## src/rtl/hicore_lsu_pkg.sv

```systemverilog
// Shared definitions for the HiCore load/store unit.
//   - info word layout {rob_ptr, pc, irq, excp} with excp in the low bits
//   - exception bit indices inside the excp field
//   - LSU controller state encoding
package hicore_lsu_pkg;

  localparam int LSU_AW     = 32;
  localparam int LSU_DW     = 32;
  localparam int LSU_EXCP_W = 16;
  localparam int LSU_ROB_W  = 15;
  localparam int LSU_INFO_W = LSU_ROB_W + 32 + 1 + LSU_EXCP_W;

  // Field offsets inside the info word.
  localparam int EXCP_LSB = 0;
  localparam int IRQ_BIT  = LSU_EXCP_W;
  localparam int PC_LSB   = LSU_EXCP_W + 1;
  localparam int ROB_LSB  = LSU_EXCP_W + 1 + 32;

  // Exception bit indices inside the excp field.
  localparam int LD_MISALIGN = 4;
  localparam int LD_FAULT    = 5;
  localparam int ST_MISALIGN = 6;
  localparam int ST_FAULT    = 7;

  typedef enum logic [2:0] {
    S_IDLE  = 3'd0,
    S_REQ   = 3'd1,
    S_RSP   = 3'd2,
    S_WB    = 3'd3,
    S_DRAIN = 3'd4
  } lsu_state_e;

endpackage

```

## src/rtl/hicore_lsu_if.sv

```systemverilog
// Single-outstanding data-memory bus between the LSU and data memory.
//   master (LSU)    : drives request fields, receives ready and response
//   slave  (memory) : receives request, drives ready and response
// Responses carry no ready; the master always accepts them.
interface hicore_lsu_if #(
  parameter int AW = 32,
  parameter int DW = 32
);
  logic            dmem_req_valid;
  logic            dmem_req_ready;
  logic            dmem_req_write;
  logic [AW-1:0]   dmem_req_addr;
  logic [DW-1:0]   dmem_req_wdata;
  logic [DW/8-1:0] dmem_req_wmask;
  logic            dmem_rsp_valid;
  logic [DW-1:0]   dmem_rsp_data;
  logic            dmem_rsp_err;

  modport master (
    output dmem_req_valid, dmem_req_write, dmem_req_addr, dmem_req_wdata, dmem_req_wmask,
    input  dmem_req_ready, dmem_rsp_valid, dmem_rsp_data, dmem_rsp_err
  );

  modport slave (
    input  dmem_req_valid, dmem_req_write, dmem_req_addr, dmem_req_wdata, dmem_req_wmask,
    output dmem_req_ready, dmem_rsp_valid, dmem_rsp_data, dmem_rsp_err
  );
endinterface

```

## src/rtl/hicore_lsu_ldext.sv

```systemverilog
// Load data align/extend (combinational).
//   rsp_data    : raw read word from memory
//   addr_lo     : byte offset of the access within the word
//   is_byte/is_short/is_word : access size, one-hot
//   is_unsigned : zero-extend instead of sign-extend
//   ext         : aligned, extended load value
module hicore_lsu_ldext
  import hicore_lsu_pkg::*;
#(
  parameter int DW = 32
) (
  input  logic [DW-1:0]        rsp_data,
  input  logic [1:0]           addr_lo,
  input  logic                 is_byte,
  input  logic                 is_short,
  input  logic                 is_word,
  input  logic                 is_unsigned,
  output logic signed [DW-1:0] ext
);

  function automatic logic signed [DW-1:0] extend_byte(input logic [7:0] b, input logic uns);
    return {{(DW-8){b[7] & ~uns}}, b};
  endfunction

  function automatic logic signed [DW-1:0] extend_short(input logic [15:0] h, input logic uns);
    return {{(DW-16){h[15] & ~uns}}, h};
  endfunction

  logic [DW-1:0] shifted;

  always_comb begin
    shifted = rsp_data >> {addr_lo, 3'b000};
    ext     = shifted;
    case ({is_byte, is_short, is_word})
      3'b100:  ext = extend_byte(shifted[7:0], is_unsigned);
      3'b010:  ext = extend_short(shifted[15:0], is_unsigned);
      default: ext = shifted;
    endcase
  end

endmodule

```

## src/rtl/hicore_lsu.sv

```systemverilog
// HiCore load/store unit.
// Accepts one decoded memory op from address generation, issues it on the
// single-outstanding data bus, aligns/extends load data and hands the result
// plus the exception-updated info word to writeback. Flush and cancel discard
// work; a flushed op whose request already left waits in DRAIN for its
// response so the bus never has two transactions in flight.
//   clk, rst          : clock, asynchronous active-high reset
//   i_agu2lsu_*       : incoming op handshake and fields
//   dmem              : data-memory bus (master side)
//   o_lsu2wb_*        : writeback handshake and result
//   flush             : commit flush
module hicore_lsu
  import hicore_lsu_pkg::*;
#(
  parameter int AW     = LSU_AW,
  parameter int DW     = LSU_DW,
  parameter int INFO_W = LSU_INFO_W,
  parameter int EXCP_W = LSU_EXCP_W
) (
  input  logic              clk,
  input  logic              rst,
  input  logic              i_agu2lsu_valid,
  output logic              i_agu2lsu_ready,
  input  logic              i_agu2lsu_cancel,
  input  logic              i_agu2lsu_read,
  input  logic              i_agu2lsu_unsigned,
  input  logic              i_agu2lsu_word_access,
  input  logic              i_agu2lsu_short_access,
  input  logic              i_agu2lsu_byte_access,
  input  logic [AW-1:0]     i_agu2lsu_addr,
  input  logic [DW-1:0]     i_agu2lsu_wdata,
  input  logic [DW/8-1:0]   i_agu2lsu_wmask,
  input  logic [INFO_W-1:0] i_agu2lsu_info,
  hicore_lsu_if.master      dmem,
  output logic              o_lsu2wb_valid,
  input  logic              i_lsu2wb_ready,
  output logic              o_lsu2wb_wen,
  output logic [DW-1:0]     o_lsu2wb_data,
  output logic [INFO_W-1:0] o_lsu2wb_info,
  input  logic              flush
);

  lsu_state_e state_q, state_d;

  logic [AW-1:0]     addr_q;
  logic [DW-1:0]     wdata_q;
  logic [DW/8-1:0]   wmask_q;
  logic              read_q;
  logic              unsigned_q;
  logic [2:0]        size_q;   // {byte, short, word}
  logic [INFO_W-1:0] info_q;
  logic              wen_q;
  logic [DW-1:0]     data_q;

  logic signed [DW-1:0] ld_ext;
  logic                 in_excp;
  logic                 req_fire;

  assign in_excp  = |i_agu2lsu_info[EXCP_LSB +: EXCP_W];
  assign req_fire = dmem.dmem_req_valid & dmem.dmem_req_ready;

  hicore_lsu_ldext #(.DW(DW)) u_ldext (
    .rsp_data    (dmem.dmem_rsp_data),
    .addr_lo     (addr_q[1:0]),
    .is_byte     (size_q[2]),
    .is_short    (size_q[1]),
    .is_word     (size_q[0]),
    .is_unsigned (unsigned_q),
    .ext         (ld_ext)
  );

  // Controller state register
  always_ff @(posedge clk or posedge rst) begin
    if (rst) state_q <= S_IDLE;
    else     state_q <= state_d;
  end

  always_comb begin
    state_d = state_q;
    case (state_q)
      S_IDLE: begin
        if (i_agu2lsu_valid && !i_agu2lsu_cancel && !flush)
          state_d = in_excp ? S_WB : S_REQ;
      end
      S_REQ: begin
        if (req_fire) state_d = flush ? S_DRAIN : S_RSP;
        else if (flush) state_d = S_IDLE;
      end
      S_RSP: begin
        // A response coinciding with flush retires the transaction outright.
        if (dmem.dmem_rsp_valid) state_d = flush ? S_IDLE : S_WB;
        else if (flush)          state_d = S_DRAIN;
      end
      S_WB: begin
        if (flush || i_lsu2wb_ready) state_d = S_IDLE;
      end
      S_DRAIN: begin
        if (dmem.dmem_rsp_valid) state_d = S_IDLE;
      end
      default: state_d = S_IDLE;
    endcase
  end

  // Op capture and result registers
  always_ff @(posedge clk or posedge rst) begin
    if (rst) begin
      addr_q     <= '0;
      wdata_q    <= '0;
      wmask_q    <= '0;
      read_q     <= 1'b0;
      unsigned_q <= 1'b0;
      size_q     <= '0;
      info_q     <= '0;
      wen_q      <= 1'b0;
      data_q     <= '0;
    end else begin
      case (state_q)
        S_IDLE: begin
          if (i_agu2lsu_valid) begin
            addr_q     <= i_agu2lsu_addr;
            wdata_q    <= i_agu2lsu_wdata;
            wmask_q    <= i_agu2lsu_wmask;
            read_q     <= i_agu2lsu_read;
            unsigned_q <= i_agu2lsu_unsigned;
            size_q     <= {i_agu2lsu_byte_access, i_agu2lsu_short_access, i_agu2lsu_word_access};
            info_q     <= i_agu2lsu_info;
            wen_q      <= 1'b0;
            data_q     <= '0;
          end
        end
        S_RSP: begin
          if (dmem.dmem_rsp_valid && !flush) begin
            if (dmem.dmem_rsp_err) begin
              info_q[EXCP_LSB + (read_q ? LD_FAULT : ST_FAULT)] <= 1'b1;
              wen_q  <= 1'b0;
              data_q <= '0;
            end else begin
              wen_q  <= read_q;
              data_q <= read_q ? ld_ext : '0;
            end
          end
        end
        default: ;
      endcase
    end
  end

  assign i_agu2lsu_ready     = (state_q == S_IDLE);
  assign dmem.dmem_req_valid = (state_q == S_REQ);
  assign dmem.dmem_req_write = ~read_q;
  assign dmem.dmem_req_addr  = {addr_q[AW-1:2], 2'b00};
  assign dmem.dmem_req_wdata = wdata_q;
  assign dmem.dmem_req_wmask = read_q ? '0 : wmask_q;

  assign o_lsu2wb_valid = (state_q == S_WB);
  assign o_lsu2wb_wen   = wen_q;
  assign o_lsu2wb_data  = data_q;
  assign o_lsu2wb_info  = info_q;

endmodule

```

## src/flat_wrapper.sv

```systemverilog
// flat-port wrapper written by rule: the top's interface ports become plain ports
module hicore_lsu_flat import hicore_lsu_pkg::*;
#(
  parameter int AW     = LSU_AW,
  parameter int DW     = LSU_DW,
  parameter int INFO_W = LSU_INFO_W,
  parameter int EXCP_W = LSU_EXCP_W
)
  (clk, rst, i_agu2lsu_valid, i_agu2lsu_ready, i_agu2lsu_cancel, i_agu2lsu_read, i_agu2lsu_unsigned, i_agu2lsu_word_access, i_agu2lsu_short_access, i_agu2lsu_byte_access, i_agu2lsu_addr, i_agu2lsu_wdata, i_agu2lsu_wmask, i_agu2lsu_info, o_lsu2wb_valid, i_lsu2wb_ready, o_lsu2wb_wen, o_lsu2wb_data, o_lsu2wb_info, flush, dmem_dmem_req_valid, dmem_dmem_req_write, dmem_dmem_req_addr, dmem_dmem_req_wdata, dmem_dmem_req_wmask, dmem_dmem_req_ready, dmem_dmem_rsp_valid, dmem_dmem_rsp_data, dmem_dmem_rsp_err);
  hicore_lsu_if #(.AW(AW), .DW(DW)) dmem_i ();
  input  logic clk;
  input  logic rst;
  input  logic i_agu2lsu_valid;
  output logic i_agu2lsu_ready;
  input  logic i_agu2lsu_cancel;
  input  logic i_agu2lsu_read;
  input  logic i_agu2lsu_unsigned;
  input  logic i_agu2lsu_word_access;
  input  logic i_agu2lsu_short_access;
  input  logic i_agu2lsu_byte_access;
  input  logic [AW-1:0] i_agu2lsu_addr;
  input  logic [DW-1:0] i_agu2lsu_wdata;
  input  logic [DW/8-1:0] i_agu2lsu_wmask;
  input  logic [INFO_W-1:0] i_agu2lsu_info;
  output logic o_lsu2wb_valid;
  input  logic i_lsu2wb_ready;
  output logic o_lsu2wb_wen;
  output logic [DW-1:0] o_lsu2wb_data;
  output logic [INFO_W-1:0] o_lsu2wb_info;
  input  logic flush;
  output wire logic [$bits(dmem_i.dmem_req_valid)-1:0] dmem_dmem_req_valid;
  output wire logic [$bits(dmem_i.dmem_req_write)-1:0] dmem_dmem_req_write;
  output wire logic [$bits(dmem_i.dmem_req_addr)-1:0] dmem_dmem_req_addr;
  output wire logic [$bits(dmem_i.dmem_req_wdata)-1:0] dmem_dmem_req_wdata;
  output wire logic [$bits(dmem_i.dmem_req_wmask)-1:0] dmem_dmem_req_wmask;
  input wire logic [$bits(dmem_i.dmem_req_ready)-1:0] dmem_dmem_req_ready;
  input wire logic [$bits(dmem_i.dmem_rsp_valid)-1:0] dmem_dmem_rsp_valid;
  input wire logic [$bits(dmem_i.dmem_rsp_data)-1:0] dmem_dmem_rsp_data;
  input wire logic [$bits(dmem_i.dmem_rsp_err)-1:0] dmem_dmem_rsp_err;
  assign dmem_dmem_req_valid = dmem_i.dmem_req_valid;
  assign dmem_dmem_req_write = dmem_i.dmem_req_write;
  assign dmem_dmem_req_addr = dmem_i.dmem_req_addr;
  assign dmem_dmem_req_wdata = dmem_i.dmem_req_wdata;
  assign dmem_dmem_req_wmask = dmem_i.dmem_req_wmask;
  assign dmem_i.dmem_req_ready = dmem_dmem_req_ready;
  assign dmem_i.dmem_rsp_valid = dmem_dmem_rsp_valid;
  assign dmem_i.dmem_rsp_data = dmem_dmem_rsp_data;
  assign dmem_i.dmem_rsp_err = dmem_dmem_rsp_err;
  hicore_lsu #(.AW(AW), .DW(DW), .INFO_W(INFO_W), .EXCP_W(EXCP_W)) u_core (.clk(clk), .rst(rst), .i_agu2lsu_valid(i_agu2lsu_valid), .i_agu2lsu_ready(i_agu2lsu_ready), .i_agu2lsu_cancel(i_agu2lsu_cancel), .i_agu2lsu_read(i_agu2lsu_read), .i_agu2lsu_unsigned(i_agu2lsu_unsigned), .i_agu2lsu_word_access(i_agu2lsu_word_access), .i_agu2lsu_short_access(i_agu2lsu_short_access), .i_agu2lsu_byte_access(i_agu2lsu_byte_access), .i_agu2lsu_addr(i_agu2lsu_addr), .i_agu2lsu_wdata(i_agu2lsu_wdata), .i_agu2lsu_wmask(i_agu2lsu_wmask), .i_agu2lsu_info(i_agu2lsu_info), .dmem(dmem_i), .o_lsu2wb_valid(o_lsu2wb_valid), .i_lsu2wb_ready(i_lsu2wb_ready), .o_lsu2wb_wen(o_lsu2wb_wen), .o_lsu2wb_data(o_lsu2wb_data), .o_lsu2wb_info(o_lsu2wb_info), .flush(flush));
endmodule
```

## config.mk

```make
export PLATFORM = sky130hd
export DESIGN_NAME = hicore_lsu_flat
export DESIGN_NICKNAME = d
export VERILOG_FILES = /design/src/rtl/hicore_lsu_pkg.sv /design/src/rtl/hicore_lsu_if.sv /design/src/rtl/hicore_lsu_ldext.sv /design/src/rtl/hicore_lsu.sv /design/src/flat_wrapper.sv
export SDC_FILE = /design/constraint.sdc
export NUM_CORES = 1
export LEC_CHECK = 0
export BUFFER_PORTS_ARGS = -buffer_cell sky130_fd_sc_hd__clkbuf_2
export CELL_PAD_IN_SITES_DETAIL_PLACEMENT = 0
export CELL_PAD_IN_SITES_GLOBAL_PLACEMENT = 1
export CORE_ASPECT_RATIO = 0.75
export CORE_MARGIN = 4
export CORE_UTILIZATION = 35
export DETAILED_ROUTE_END_ITERATION = 10
export PLACE_DENSITY = 0.79
export SYNTH_ARGS = -nofsm -noshare
export SYNTH_HDL_FRONTEND = slang
export SYNTH_HIERARCHICAL = 1
export SYNTH_SLANG_ARGS = --single-unit
export TNS_END_PERCENT = 100
```

## constraint.sdc

```tcl
create_clock -name clk -period 9.6 [get_ports clk]
set_input_delay 0 -clock clk [delete_from_list [all_inputs] [get_ports clk]]
set_output_delay 0 -clock clk [all_outputs]
set_load 0.01 [all_outputs]
```

# ---- Word-level counts from Yosys, hierarchy flattened
# Cells that the tools add are included.
dict set report totals {
  out_inout_bits 169
  inputBits 178
  mem_count 0
  reg_bits 173
  ramBits 0
  romBits 0
  latchBits 0
  elab_cells 76
}
dict set report classes {
  shift 1
  n_bitwise 6
  n_reduce_logical 14
  mux 29
  div 0
  mul 0
  order_cmp 2
  n_eq_ne 14
  addsub 0
}
# operator n
set op_table {}
lappend op_table {{two-way mux 64 bit} 3}
lappend op_table {{two-way mux 32 bit} 4}
lappend op_table {{case mux 32 bit (2 select lines)} 2}
lappend op_table {{case mux 64 bit (2 select lines)} 1}
lappend op_table {{OR 64 bit} 1}
lappend op_table {{greater-or-equal comparator 32 x 1 -> 1 bit (second input constant)} 1}
lappend op_table {{< comparator 32 x 8 -> 1 bit (second input constant)} 1}
lappend op_table {{>> shifter 32 x 5 -> 32 bit} 1}
lappend op_table {{two-way mux 3 bit} 8}
lappend op_table {{OR reduction 16 bit} 1}
lappend op_table {{case mux 3 bit (5 select lines)} 1}
lappend op_table {{equality test 3 x 2 -> 1 bit (second input constant)} 3}
lappend op_table {{demux 1 bit (select 6 bit)} 1}
lappend op_table {{equality test 3 bit (second input constant)} 2}
lappend op_table {{two-way mux 2 bit} 3}
lappend op_table {{!= test 2 x 1 -> 1 bit (second input constant)} 3}
lappend op_table {{!= test 2 bit (second input constant)} 3}
lappend op_table {{!= test 3 bit (second input constant)} 2}
lappend op_table {{AND reduction 5 bit} 1}
lappend op_table {{logical AND 1 bit} 4}
lappend op_table {{two-way mux 1 bit} 4}
lappend op_table {{two-way mux 4 bit} 1}
lappend op_table {{AND reduction 4 bit} 1}
lappend op_table {{bitwise AND 1 bit} 3}
lappend op_table {{9 further kinds} 11}

# ---- Depth between registers and ports, before layout
dict set report logic_depth {
  ltp_word 9
  mapped_depth 7
  ltp_nobuf 4
}

# ---- Hierarchy
# The synthesis kept the hierarchy.
# module seq_area_each_um2 instances area_per_inst_um2 cells_each
set by_module_without_submodules {}
lappend by_module_without_submodules {hicore_lsu 4329.2 1 6921.6 732}
lappend by_module_without_submodules {hicore_lsu_ldext 0.0 1 812.0 109}

# ---- Worst setup path before layout
# Ideal clock, no wire load.
dict set report synth_path {
  path_kind {register -> register}
  startpoint {reg u_core.state_q[1]}
  endpoint {reg u_core.info_q[27], in the netlist u_core/o_lsu2wb_info[27]}
  t_required_ns 9.483
  synth_period_minus_slack_ns 1.782
  setup_slack_ns 7.818
  path_buffers 2
  path_stages_with_launch 7
  setup_ns 0.117
  arrival_time_ns 1.666
  path_cell_list {dfrtp_1 > nor3_1 > nand2_1 > clkbuf_1 > clkbuf_1 > nand2_1 > nand2_1}
}
dict set report synth_between {
  elab_chain_len 3
  word_cells_on_any_way 8
  classes_between {eq/ne (4); mux (1); reduce/logical (3)}
}
# item line
set synth_rtl {}
lappend synth_rtl {{start, declared} hicore_lsu.sv:43} ;# lsu_state_e state_q, state_d;
lappend synth_rtl {{start signal, assigned} hicore_lsu.sv:75} ;# else state_q <= state_d;
lappend synth_rtl {{zero test 3 bit (*)} -}
lappend synth_rtl {{net i_agu2lsu_ready} flat_wrapper.sv:14} ;# output logic i_agu2lsu_ready;
lappend synth_rtl {{!= test 2 bit (no line) or nonzero test 2 bit (tied branches)} -}
lappend synth_rtl {{AND reduction 4 bit (no line)} -}
lappend synth_rtl {{end signal, assigned} hicore_lsu.sv:126} ;# info_q <= i_agu2lsu_info;
lappend synth_rtl {{end, declared} hicore_lsu.sv:51} ;# logic [INFO_W-1:0] info_q;
# Mark *: on every way through the listed nets, which the timed path passes. The rest lies on a longest branch.
# A chain may end at the register's enable or synchronous reset.

# ---- Final worst setup path
dict set report layout_path {
  startpoint {reg u_core.state_q[1]}
  endpoint {reg u_core.info_q[6], in the netlist u_core/o_lsu2wb_info[6]}
}
dict set report layout_between {
  elab_chain_len 3
  word_cells_on_any_way 8
  classes_between {eq/ne (4); mux (1); reduce/logical (3)}
}
# item line
set layout_rtl {}
lappend layout_rtl {{equality test 3 x 2 -> 1 bit or zero test 3 bit (tied branches)} hicore_lsu.sv:117} ;# case (state_q)
lappend layout_rtl {{!= test 2 bit (no line) (tied with other cells)} -}
lappend layout_rtl {{AND reduction 4 bit (no line)} -}
# Several ways; a longest one is shown, not always the timed one.

==> metrics.txt <==
dpl cell area=9360 um^2; GPL Wtd Cong=0.819; grt total ovfl=0; Post-synth EDFFs=0; met3 routed WL=1770 um; Main synth FF type=dfrtp_1; final hold slack=45.9 ps; Distinct cells, synth=49; r2r endpoint=u_core/o_lsu2wb_info[6]; pre-CTS WS=6580 ps; vias in the first global route=~7500; Post-CTS Setup Bufs=0; wl on met1=10900 um; crit share post-route=32.0%; Max H-tree Level=4; Global Route Usage Sum=around a fifth; Resize count post-CTS=0; Antenna Cells=0; Total Die Area=24600 um^2; highest-count cells in the layout ignoring fill and taps=nand2_1, clkbuf_2, dfrtp_1, dlygate4sd3_1, a22o_1; final non-filler cell total=1576; Post-Synthesis Cell Area=7730 um^2; slowest stage delay, CP=790 ps; worst relative slew slack=between 30% and 40%; Die Width=180 um; PD cells=291 nW/um^2; Worst Hold Class=primary input to flop; Hold Buf Count CTS=150; core area=approximately 21000 um^2; critical path type=flop to flop; Top Ports=347; WHS Endpoint=u_core/o_lsu2wb_data[29]; Worst-Margin Slew=slightly above 1000 ps; sequential share of the synthesized area=56.0%; ordered cell list for the critical path=nor3_1, and2_4, buf_4, nand3_1, nand2_1; DR WL met2=11600 um; Yosys warnings=6; Cells after Synth=between 800 and 900; total CTS buffers=17; Worst path slowest cell=buf_4; fraction of layout instances using a drive strength above 1=30.8%; internal power=1.98 mW; final setup fails=0; # DRC=0; PortBufs=between 300 and 400; final hold violations=0; post-DR wirelength/cell=15.6 um; via/cell ratio=4.67; Final nets=1453; via count=between 7000 and 8000; FF+latch count, synth=around 170; switching power=1.36 mW; sw frac=between 40% and 50%; largest net degree at the start of global routing=about 110; CP bufs+invs=1; Layout Skew=approximately 13 ps; Worst-Skew Late Latency=between 400 and 500 ps; R2R Path Start=u_core/state_q[1]; clock group share of total power=21.8%; WP data required=9950 ps; DIE HEIGHT=137 um; CP max FO=92; Detailed Place HPWL=16600 um; Worst Path Arrival=between 3000 and 4000 ps; ranking of synthesized cells by area=dfrtp_1, nand2_1, a22o_1; area share of the largest cell type after synthesis=56.0%; Yosys top cell by area=dfrtp_1; first-pass GRT wire length=39700 um; antenna violations before repair=1; Final WS setup=6530 ps; TritonRoute pass-1 iters=4; routed wire length=around 25000 um; design area=11500 um^2; Leak=6.29 nW; f_max=326 MHz; Clock Sinks=roughly 170; Worst-path clk slew=around 70 ps; Worst IR Drop VDD=0.000148 V; critical path's top delay family=simple AND/OR/NAND/NOR gates; final worst path period need=3070 ps; placed cells=about 1400; Longest Clk Path Bufs=2; pins over their slew limit=0; Synth async-reset ratio=100%; syn_area_per_cell=just over 9 um^2; Logic pwr share=a little over two fifths; Initial Util=36.1%; Hold Startpoint=dmem_dmem_rsp_data[29]; maxcap violations=0; drt initial violations=393; CP startpoint kind=flop; Final Util=53.6%; CTS tree=done; leading cell type in the layout, fill and taps excluded=nand2_1; ANT nets after route=0; CP Capture Type=flop; R2R setup slack=6530 ps; row count=46; Final Power=3.33 mW; unrepaired setup endpoints after global routing=false; clock root cell=clkbuf_16; hold path depth=4; FF-to-FF path depth=5; highest routed layer=met5; sequential fraction of design power=between 30% and 40%; Setup TNS=0 ps; P&R area growth vs syn=48.3%; outcome=finished clean
-- final cells by class --
cell class                 instances  area [um^2]
sequential                       173         4330
multi-input combinational        570         2850
timing repair buffer             500         3270
tap                              288          360
clock inverter                    13          178
clock buffer                      19          433
inverter                          13         53.8
fill                            1997         9940
-- sequential cells by signal (all words and copies together) (netlist names) --
name and flops:
u_core/o_lsu2wb_info 64, u_core/o_lsu2wb_wen 1, u_core/o_lsu2wb_data 32, u_core/dmem.dmem_req_wdata 32, u_core/addr_q 32, u_core/unsigned_q 1, u_core/wmask_q 4, u_core/read_q 1
u_core/size_q 3, u_core/state_q 3
-- per-layer routing --
layer  GRT usage, %  up-vias
met3           6.03       21
met2           31.6      255
met5              0        -
met4           4.44        2
met1           26.7     3492
li1               -     3586
-- worst max path at each step --
| stage | startpoint | endpoint | cells after the start | slack [ps] |
|---|---|---|---|---|
| global route | u_core/state_q[0] | u_core/o_lsu2wb_info[6] | 5 | 6280 |
| CTS | u_core/state_q[1] | u_core/o_lsu2wb_info[25] | 5 | 6550 |
| detailed placement | u_core/state_q[1] | u_core/o_lsu2wb_info[6] | 5 | 6580 |
| floorplan | rst | u_core/addr_q[0] | 1 | 4910 |
| finish | u_core/state_q[1] | u_core/o_lsu2wb_info[6] | 5 | 6530 |
| global placement | u_core/state_q[1] | u_core/o_lsu2wb_info[22] | 5 | 6640 |
-- synth_stat cells, drive strengths merged, types with 2 or more instances --
master / instances
nand3: 27
o221ai: 15
nand2: 392
o211ai: 3
a22o: 32
a21oi: 10
inv: 13
a211o: 2
nor3b: 2
nand2b: 2
nor4: 5
nor2: 4
buf: 55
a211oi: 9
o21ai: 4
dfrtp: 173
nor3: 2
nor2b: 13
nand3b: 2
mux2: 8
nand4: 3
a22oi: 2
clkbuf: 31
or3b: 2
a31oi: 6
mux2i: 11
o22a: 2
-- cell families after synthesis --
group,Yosys count,synth area share (%)
DFF,173,56.0
xor gates and xnor gates,1,0.113
buffers and inverters,99,7.35
muxes,20,2.93
other,1,0.0485
and+or+nand+nor,457,24.2
AOI/OAI and AO/OA,90,9.37
-- tightest hold or removal path, cell delays in order --
cell and delay (ps):
clkbuf_2 110, inv_1 40, o221ai_1 140, a22o_1 130
-- power by group through the flow --
stage	clock [mW]	combinational (mW)	sequential, mW
floorplan	0	0.849	1.28
global placement	0	1.33	1.22
detailed placement	0	1.35	1.22
CTS	0.747	1.40	1.22
global route	0.777	1.55	1.26
finish	0.727	1.39	1.22
No activity file was read; power rests on OpenSTA's default activity.
